$ cat src/rtl/muldiv_pkg.sv
// -----------------------------------------------------------------------------
// muldiv_pkg
// Shared types and constants for the RV32M multiply/divide unit:
//   - md_state_e : FSM state encoding (IDLE, BUSY, DONE)
//   - funct3 encodings for the eight M-extension operations
//   - decode constants for the M-extension R-type group
//   - helpers that give the operand signedness of each funct3
// -----------------------------------------------------------------------------
package muldiv_pkg;

    typedef enum logic [1:0] {
        IDLE = 2'd0,
        BUSY = 2'd1,
        DONE = 2'd2
    } md_state_e;

    localparam logic [2:0] MUL    = 3'd0;
    localparam logic [2:0] MULH   = 3'd1;
    localparam logic [2:0] MULHSU = 3'd2;
    localparam logic [2:0] MULHU  = 3'd3;
    localparam logic [2:0] DIV    = 3'd4;
    localparam logic [2:0] DIVU   = 3'd5;
    localparam logic [2:0] REM    = 3'd6;
    localparam logic [2:0] REMU   = 3'd7;

    localparam logic [6:0] M_FUNCT7     = 7'h01;
    localparam logic [1:0] ALU_OP_RTYPE = 2'b10;

    // op_a is treated as two's complement for these operations.
    function automatic logic f3_a_signed(input logic [2:0] f3);
        return (f3 == MULH) || (f3 == MULHSU) || (f3 == DIV) || (f3 == REM);
    endfunction

    // op_b is treated as two's complement for these operations.
    function automatic logic f3_b_signed(input logic [2:0] f3);
        return (f3 == MULH) || (f3 == DIV) || (f3 == REM);
    endfunction

endpackage

$ cat src/rtl/ex_muldiv_unit_if.sv
// -----------------------------------------------------------------------------
// ex_muldiv_unit_if
// Signals between the EX stage / pipeline control and the multiply/divide unit.
//   Pipeline -> unit : flush, ex_alu_op, ex_funct7, ex_funct3, op_a, op_b
//   Unit -> pipeline : md_sel, md_stall, md_done, md_result
// Handshake: the request is the decoded ID/EX contents (ex_alu_op == R-type and
// ex_funct7 == M). The pipeline must hold them stable while md_stall is high;
// md_done marks the single cycle in which md_result belongs to that
// instruction and the instruction advances out of ID/EX at the end of it.
// Modports: master = pipeline side, slave = multiply/divide unit.
// -----------------------------------------------------------------------------
interface ex_muldiv_unit_if;
    logic        flush;
    logic [1:0]  ex_alu_op;
    logic [6:0]  ex_funct7;
    logic [2:0]  ex_funct3;
    logic [31:0] op_a;
    logic [31:0] op_b;
    logic        md_sel;
    logic        md_stall;
    logic        md_done;
    logic [31:0] md_result;

    modport master (
        output flush, ex_alu_op, ex_funct7, ex_funct3, op_a, op_b,
        input  md_sel, md_stall, md_done, md_result
    );

    modport slave (
        input  flush, ex_alu_op, ex_funct7, ex_funct3, op_a, op_b,
        output md_sel, md_stall, md_done, md_result
    );
endinterface

$ cat src/rtl/muldiv_seq_core.sv
// -----------------------------------------------------------------------------
// muldiv_seq_core
// Radix-2 step datapath for the iterative multiply/divide.
// Ports:
//   clk, rstn    : clock, synchronous active-low reset
//   i_load       : latch operands (as magnitudes) and op flags, count := 31
//   i_step       : perform one step
//   i_funct3     : M operation select (sampled on i_load)
//   i_op_a/i_op_b: operands (sampled on i_load)
//   o_last       : the step performed this cycle is the final one
//   o_result     : sign-corrected result of the step being performed now;
//                  valid in the cycle where o_last && i_step
// Accumulator layout: r_acc[63:32] = partial product high / remainder,
// r_acc[31:0] = multiplier shifting out / dividend shifting into quotient.
// -----------------------------------------------------------------------------
module muldiv_seq_core
    import muldiv_pkg::*;
(
    input  logic        clk,
    input  logic        rstn,
    input  logic        i_load,
    input  logic        i_step,
    input  logic [2:0]  i_funct3,
    input  logic [31:0] i_op_a,
    input  logic [31:0] i_op_b,
    output logic        o_last,
    output logic [31:0] o_result
);

    logic [63:0] r_acc;
    logic [31:0] r_b;      // divisor magnitude or multiplicand magnitude
    logic [4:0]  r_cnt;
    logic        r_neg;    // final result must be negated
    logic        r_is_div;
    logic        r_hi;     // select REM (divide) or product[63:32] (multiply)

    logic        w_neg_a;
    logic        w_neg_b;
    logic [31:0] w_mag_a;
    logic [31:0] w_mag_b;
    logic        w_ld_div;

    assign w_neg_a  = f3_a_signed(i_funct3) & i_op_a[31];
    assign w_neg_b  = f3_b_signed(i_funct3) & i_op_b[31];
    assign w_mag_a  = w_neg_a ? (~i_op_a + 32'd1) : i_op_a;
    assign w_mag_b  = w_neg_b ? (~i_op_b + 32'd1) : i_op_b;
    assign w_ld_div = i_funct3[2];

    // Restoring divide step. The remainder is always below the divisor, so
    // after the shift it fits in 33 bits.
    logic [32:0] w_rem_sh;
    logic [32:0] w_diff;
    logic        w_ge;
    logic [63:0] w_div_next;

    assign w_rem_sh   = r_acc[63:31];
    assign w_diff     = w_rem_sh - {1'b0, r_b};
    assign w_ge       = (w_rem_sh >= {1'b0, r_b});
    assign w_div_next = {(w_ge ? w_diff[31:0] : w_rem_sh[31:0]), r_acc[30:0], w_ge};

    // Shift-add multiply step: add the multiplicand into the high half when
    // the current multiplier bit is set, then shift the whole accumulator
    // right keeping the carry.
    logic [32:0] w_sum;
    logic [63:0] w_mul_next;

    assign w_sum      = {1'b0, r_acc[63:32]} + (r_acc[0] ? {1'b0, r_b} : 33'd0);
    assign w_mul_next = {w_sum, r_acc[31:1]};

    logic [63:0] w_acc_next;
    assign w_acc_next = r_is_div ? w_div_next : w_mul_next;

    // Sign fix-up on the value produced by this step.
    logic [63:0] w_prod_fix;
    logic [31:0] w_div_raw;
    logic [31:0] w_div_fix;

    assign w_prod_fix = r_neg ? (~w_acc_next + 64'd1) : w_acc_next;
    assign w_div_raw  = r_hi ? w_acc_next[63:32] : w_acc_next[31:0];
    assign w_div_fix  = r_neg ? (~w_div_raw + 32'd1) : w_div_raw;

    assign o_result = r_is_div ? w_div_fix
                               : (r_hi ? w_prod_fix[63:32] : w_prod_fix[31:0]);
    assign o_last   = (r_cnt == 5'd0);

    always_ff @(posedge clk) begin
        if (!rstn) begin
            r_acc    <= 64'd0;
            r_b      <= 32'd0;
            r_cnt    <= 5'd0;
            r_neg    <= 1'b0;
            r_is_div <= 1'b0;
            r_hi     <= 1'b0;
        end else if (i_load) begin
            r_acc    <= {32'd0, (w_ld_div ? w_mag_a : w_mag_b)};
            r_b      <= w_ld_div ? w_mag_b : w_mag_a;
            r_cnt    <= 5'd31;
            r_is_div <= w_ld_div;
            // Remainder follows the dividend; quotient/product follow the
            // sign difference of the operands.
            r_neg    <= (w_ld_div && i_funct3[1]) ? w_neg_a : (w_neg_a ^ w_neg_b);
            r_hi     <= w_ld_div ? i_funct3[1] : (i_funct3 != MUL);
        end else if (i_step) begin
            r_acc <= w_acc_next;
            if (r_cnt != 5'd0) begin
                r_cnt <= r_cnt - 5'd1;
            end
        end
    end

endmodule

$ cat src/rtl/ex_muldiv_unit.sv
// -----------------------------------------------------------------------------
// ex_muldiv_unit
// RV32M multiply/divide unit in the execute stage. Decodes M-extension R-type
// instructions from ID/EX, stalls the front of the pipeline while computing,
// and presents a registered result in the completion cycle.
// Ports:
//   clk          : clock
//   rstn         : synchronous active-low reset
//   md           : ex_muldiv_unit_if.slave (request decode, operands, flush,
//                  md_sel/md_stall/md_done/md_result)
//   o_dbg_state  : current FSM state
// Build option:
//   MULDIV_FAST_MUL_EN - multiplies use a single-cycle 33x33 signed multiplier
//                        and complete like the divide special cases (one stall
//                        cycle). Undefined: multiplies run the 32-step path.
// -----------------------------------------------------------------------------
module ex_muldiv_unit
    import muldiv_pkg::*;
(
    input  logic              clk,
    input  logic              rstn,
    ex_muldiv_unit_if.slave   md,
    output md_state_e         o_dbg_state
);

    md_state_e   r_state;
    logic        r_md_done;
    logic [31:0] r_md_result;

    logic        w_md_req;
    logic        w_is_div;
    logic        w_div_zero;
    logic        w_ovf;
    logic        w_special;
    logic [31:0] w_special_res;
    logic        w_fast;
    logic [31:0] w_fast_res;
    logic        w_core_load;
    logic        w_core_step;
    logic        w_core_last;
    logic [31:0] w_core_result;

    assign w_md_req = (md.ex_alu_op == ALU_OP_RTYPE) && (md.ex_funct7 == M_FUNCT7);
    assign w_is_div = md.ex_funct3[2];

    // Divide corners that the iterative path would get wrong or that have an
    // architecturally fixed answer: resolved in one cycle.
    assign w_div_zero = w_is_div && (md.op_b == 32'd0);
    assign w_ovf      = ((md.ex_funct3 == DIV) || (md.ex_funct3 == REM)) &&
                        (md.op_a == 32'h8000_0000) && (md.op_b == 32'hFFFF_FFFF);
    assign w_special  = w_div_zero || w_ovf;

    always_comb begin
        w_special_res = 32'd0;
        if (w_div_zero) begin
            w_special_res = md.ex_funct3[1] ? md.op_a : 32'hFFFF_FFFF;
        end else if (w_ovf) begin
            w_special_res = md.ex_funct3[1] ? 32'd0 : 32'h8000_0000;
        end
    end

`ifdef MULDIV_FAST_MUL_EN
    // 33-bit operands carry the per-op signedness; sign-extending both to 64
    // bits and keeping the low 64 product bits gives the exact signed product.
    logic [32:0] w_fa;
    logic [32:0] w_fb;
    logic [63:0] w_fprod;

    assign w_fa       = {f3_a_signed(md.ex_funct3) & md.op_a[31], md.op_a};
    assign w_fb       = {f3_b_signed(md.ex_funct3) & md.op_b[31], md.op_b};
    assign w_fprod    = {{31{w_fa[32]}}, w_fa} * {{31{w_fb[32]}}, w_fb};
    assign w_fast     = !w_is_div;
    assign w_fast_res = (md.ex_funct3 == MUL) ? w_fprod[31:0] : w_fprod[63:32];
`else
    assign w_fast     = 1'b0;
    assign w_fast_res = 32'd0;
`endif

    // The core's load is the operand latch: forwarding sources may change
    // while the pipeline is stalled.
    assign w_core_load = (r_state == IDLE) && w_md_req && !md.flush &&
                         !w_special && !w_fast;
    assign w_core_step = (r_state == BUSY) && !md.flush;

    muldiv_seq_core u_core (
        .clk      (clk),
        .rstn     (rstn),
        .i_load   (w_core_load),
        .i_step   (w_core_step),
        .i_funct3 (md.ex_funct3),
        .i_op_a   (md.op_a),
        .i_op_b   (md.op_b),
        .o_last   (w_core_last),
        .o_result (w_core_result)
    );

    always_ff @(posedge clk) begin
        if (!rstn) begin
            r_state     <= IDLE;
            r_md_done   <= 1'b0;
            r_md_result <= 32'd0;
        end else begin
            r_md_done <= 1'b0;
            if (md.flush) begin
                r_state <= IDLE;
            end else begin
                case (r_state)
                    IDLE: begin
                        if (w_md_req) begin
                            if (w_special) begin
                                r_md_result <= w_special_res;
                                r_md_done   <= 1'b1;
                                r_state     <= DONE;
                            end else if (w_fast) begin
                                r_md_result <= w_fast_res;
                                r_md_done   <= 1'b1;
                                r_state     <= DONE;
                            end else begin
                                r_state <= BUSY;
                            end
                        end
                    end
                    BUSY: begin
                        if (w_core_last) begin
                            r_md_result <= w_core_result;
                            r_md_done   <= 1'b1;
                            r_state     <= DONE;
                        end
                    end
                    // The instruction leaves ID/EX this cycle; returning to
                    // IDLE unconditionally keeps it from being restarted.
                    DONE:    r_state <= IDLE;
                    default: r_state <= IDLE;
                endcase
            end
        end
    end

    assign md.md_sel    = w_md_req;
    assign md.md_stall  = ((r_state == IDLE) && w_md_req) || (r_state == BUSY);
    assign md.md_done   = r_md_done;
    assign md.md_result = r_md_result;
    assign o_dbg_state  = r_state;

endmodule

$ cat src/flat_wrapper.sv
// flat-port wrapper written by rule: the top's interface ports become plain ports
module ex_muldiv_unit_flat import muldiv_pkg::*;
  (clk, rstn, o_dbg_state, md_flush, md_ex_alu_op, md_ex_funct7, md_ex_funct3, md_op_a, md_op_b, md_md_sel, md_md_stall, md_md_done, md_md_result);
  ex_muldiv_unit_if md_i ();
  input  logic clk;
  input  logic rstn;
  output md_state_e o_dbg_state;
  input wire logic [$bits(md_i.flush)-1:0] md_flush;
  input wire logic [$bits(md_i.ex_alu_op)-1:0] md_ex_alu_op;
  input wire logic [$bits(md_i.ex_funct7)-1:0] md_ex_funct7;
  input wire logic [$bits(md_i.ex_funct3)-1:0] md_ex_funct3;
  input wire logic [$bits(md_i.op_a)-1:0] md_op_a;
  input wire logic [$bits(md_i.op_b)-1:0] md_op_b;
  output wire logic [$bits(md_i.md_sel)-1:0] md_md_sel;
  output wire logic [$bits(md_i.md_stall)-1:0] md_md_stall;
  output wire logic [$bits(md_i.md_done)-1:0] md_md_done;
  output wire logic [$bits(md_i.md_result)-1:0] md_md_result;
  assign md_i.flush = md_flush;
  assign md_i.ex_alu_op = md_ex_alu_op;
  assign md_i.ex_funct7 = md_ex_funct7;
  assign md_i.ex_funct3 = md_ex_funct3;
  assign md_i.op_a = md_op_a;
  assign md_i.op_b = md_op_b;
  assign md_md_sel = md_i.md_sel;
  assign md_md_stall = md_i.md_stall;
  assign md_md_done = md_i.md_done;
  assign md_md_result = md_i.md_result;
  ex_muldiv_unit u_core (.clk(clk), .rstn(rstn), .md(md_i), .o_dbg_state(o_dbg_state));
endmodule
$ cat config.mk
export PLATFORM = sky130hd
export DESIGN_NAME = ex_muldiv_unit_flat
export DESIGN_NICKNAME = d
export VERILOG_FILES = /design/src/rtl/muldiv_pkg.sv /design/src/rtl/ex_muldiv_unit_if.sv /design/src/rtl/muldiv_seq_core.sv /design/src/rtl/ex_muldiv_unit.sv /design/src/flat_wrapper.sv
export SDC_FILE = /design/constraint.sdc
export NUM_CORES = 1
export LEC_CHECK = 0
export CORE_ASPECT_RATIO = 0.5
export CORE_UTILIZATION = 61
export DETAILED_ROUTE_END_ITERATION = 7
export PLACE_DENSITY = 0.9
export REMOVE_ABC_BUFFERS = 1
export SETUP_SLACK_MARGIN = 0.2
export SLEW_MARGIN = 40
export SYNTH_ARGS = -nofsm -noshare
export SYNTH_HDL_FRONTEND = slang
export SYNTH_HIERARCHICAL = 1
export SYNTH_SLANG_ARGS = --single-unit
$ cat constraint.sdc
create_clock -name clk -period 6.3 [get_ports clk]
set_input_delay 0.945 -clock clk [delete_from_list [all_inputs] [get_ports clk]]
set_output_delay 0.945 -clock clk [all_outputs]
set_load 0.03 [all_outputs]
==> reports/metrics.csv <==
metric,value,unit
status,"finished, violations left",
violations,DRC,
clkLatencyLatePin,0.46,ns
rsz0062_at_grt,no,
drt_iter0_drc,3843,
timing.rr.start,u_core/u_core/r_acc[57],
syn_inst,2559,
synth.top_cell.area_share,15.3,%
area_growth,10.6,%
antenna_found_initial,2,
n_antenna_cell,0,
finish.utilization,68.9,%
route.antenna.remaining_nets,0,
synthMuxAreaShare,6.97,%
grt-busiest-layer,met1,
maxSlewHeadroom,33.1,%
core_area,29100,um2
fin_nets,2730,
fmax,171,MHz
synth_area_leaders,"dfxtp_1 15%, mux2i_1 5.8%, a21oi_1 5.3%",
wl,77.0,mm
cts_tree,done,
grt_util_met3,23.9,%
fin_area,20100,um2
ys_seq_elements,139,
clock_path_buffers,2,
finalSetupViolations,0,
grt_pass1_wl,113,mm
die_h,124,um
drc,2,
wl_per_cell,25.8,um
die_area,30500,um2
synth-xor-area-share,7.81,%
timing.final.crit_share,92.7,%
initial_core_util,62.4,%
tightest_slew,0.997,ns
required,6.68,ns
ioPinCount,116,
avgSynthCellArea,7.10,um2
filler_cell_count,2504,
fp.dieW,246,um
grt_overflow,0,
yosysMostFrequentCell,nor2_1,
maxCapViolations,0,
hold_buffers,0,
synth-edff-count,0,
syn-cell-area,18200,um2
synthArstFlopShare,0,%
hold_violations,0,
yosysSeqAreaShare,15.3,%
clock-root-buffer,clkbuf_16,
cp-end-kind,register,
yosys.area.top_type,dfxtp_1,
synth_commonest_cells,"242 x nor2_1, 233 x nand2_1, 194 x a21oi_1",
clock-sinks,139,
start_kind,register,
grt_pass1_vias,18556,
use_met2,65.9,%
dr.pass1.iters,8,
vias,21554,
hold-path-endpoint,u_core/u_core/r_b[31],
gr-usage-met1,67.8,%
drive_gt1_share,8.49,%
yosysUniqueCellTypes,110,
critical_path_class,register to register,
h-tree-depth,4,
dp_hpwl,58.0,mm
vias_per_cell,7.23,
grt_use_total,49.1,%
reg2reg_to,u_core/md.md_result[16],
dominantRegCellSynth,dfxtp_1,
rows,44,
synth_top_family_by_area,compound AO/OA/AOI/OAI gates,
cellLeakagePower,7.64,nW
numPortBuffers,115,
ff2ff_path_depth,20,
grt_max_degree,95,
min-delay-start,u_core/u_core/r_b[31],
clkSlewWorstSetupHoldPaths,0.07,ns
placed_cell_area,19500,um2
slew_violations,0,
ir_drop,0.199,mV
min_period,5.84,ns
worstPathArrival,6.22,ns
synthAdderAreaFrac,5.04,%
cts_made_buffers,17,
crit_fanout,26,
clock_skew,0.0131,ns
power_density,115,nW/um2
yosysWarningCount,6,
gp_congestion,1.08,
synth_compound_area_share,31.8,%
rrSetupSlack,0.46,ns
worstHoldPathCells,1,
hp-class,register to register,
yosys.area_share.simple,26.6,%
-- through the flow --
step	setup slack (ns)	hold slack (ns)	setup TNS, ns	cells	total power, W
final	0.461	0.529	0	2983	0.00231
after detailed placement	0.439	0.506	0	2950	0.00125
after global routing	0.213	0.546	0	2983	0.00236
after global placement	0.777	0.488	0	2949	0.00124
after CTS	0.357	0.516	0	2982	0.00228
after floorplan	-6.22	0.467	-661.81	2380	0.00105
-- how the worst max path moves through the flow --
| stage | from | to | cells past startpoint |
|---|---|---|---|
| 3_3_place_gp | u_core/u_core/r_b[20] | u_core/md.md_result[28] | 21 |
| 3_5_place_dp | u_core/u_core/r_b[20] | u_core/md.md_result[20] | 22 |
| 6_report | u_core/u_core/r_acc[57] | u_core/md.md_result[16] | 20 |
| 5_1_grt | u_core/u_core/r_b[26] | u_core/md.md_result[24] | 21 |
| 4_1_cts | u_core/u_core/r_b[22] | u_core/md.md_result[20] | 22 |
| 2_1_floorplan | md_ex_funct3[2] | u_core/u_core/r_neg | 7 |
-- metal layers --
metal	part of all wire [%]	up-vias
li1	-	9501
met1	40	10003
met2	37	1831
met3	20	217
met4	2.8	2
met5	0.017	-
-- sequential cells by signal, indices dropped and copies added (netlist names) --
register                flops
u_core/u_core/r_is_div      1
u_core/u_core/r_b          32
u_core/md.md_done           1
u_core/o_dbg_state          2
u_core/md.md_result        32
u_core/u_core/r_cnt         5
u_core/u_core/r_acc        64
u_core/u_core/r_hi          1
u_core/u_core/r_neg         1
-- worst max-delay path: stages, from the launching register on --
cell      delay [ns]
dfxtp_1         0.36
ha_1            0.46
a21oi_1         0.20
nor2_1          0.06
a211oi_1        0.34
a21oi_1         0.19
or3_1           0.43
buf_4           0.28
o41ai_1         0.65
nor2_1          0.25
a21oi_1         0.21
ha_1            0.21
inv_1           0.07
o22a_1          0.25
or4b_1          0.53
or2_1           0.30
nand2_1         0.09
xor2_1          0.07
a21oi_1         0.41
a21oi_1         0.14
a211oi_2        0.24
-- what timing repair did --
action | 4_1_cts | 5_1_grt
setup buffers | 0 | 1
gates resized for setup | 0 | 3
hold endpoints to repair | 0 | 0
endpoints found under the setup margin | 0 | 5
-- report_power, final --
part	switching, W	internal, W
Sequential	0.000000849	0.000879
Clock	0.000428	0.000625
Combinational	0.000258	0.000123
Total	0.000687	0.00163
-- final cells by class --
| type | instances | area (um2) | area share, % |
|---|---|---|---|
| inverters | 75 | 282 | 1.40 |
| repair buffers | 180 | 1660 | 8.27 |
| clock buffers | 26 | 499 | 2.49 |
| flip-flops and latches | 139 | 2790 | 13.9 |
| well taps | 391 | 489 | 2.44 |
| clock inverters | 6 | 83.8 | 0.418 |
| multi-input cells | 2166 | 14300 | 71.1 |
-- placed cells by master, fill, tap and decap left out, types with 11 or more instances in the layout --
cell type,instances
o21a_1,23
nand3_1,48
or3_1,30
mux2_2,19
mux2i_1,104
inv_1,75
buf_4,63
a211o_1,11
and3_1,21
and2_1,83
nand2_1,233
a211oi_2,30
a21o_1,31
o31ai_1,19
or2_2,16
dfxtp_1,135
ha_1,70
nor3_1,93
clkbuf_16,17
xnor2_1,78
nor2b_1,45
nand4_1,32
nand2b_1,17
a211oi_1,70
clkdlybuf4s50_1,113
nor4_1,43
o41ai_1,12
xor2_1,84
a31oi_1,44
nor2_1,240
o21ai_1,20
o211ai_1,52
a21oi_1,194
o22ai_1,14
o21ai_0,169
-- cells by family (layout without fill, tap and decap cells) --
| logic type | count (synthesis) | in the layout |
|---|---|---|
| muxes | 124 | 124 |
| xor gates and xnor gates | 162 | 162 |
| AOI/OAI and AO/OA | 842 | 842 |
| adders and majority gates | 72 | 72 |
| and+or+nand+nor | 966 | 966 |
| DFF | 139 | 139 |
| buffers and inverters | 254 | 287 |
Power figures use the tool's default switching activity.
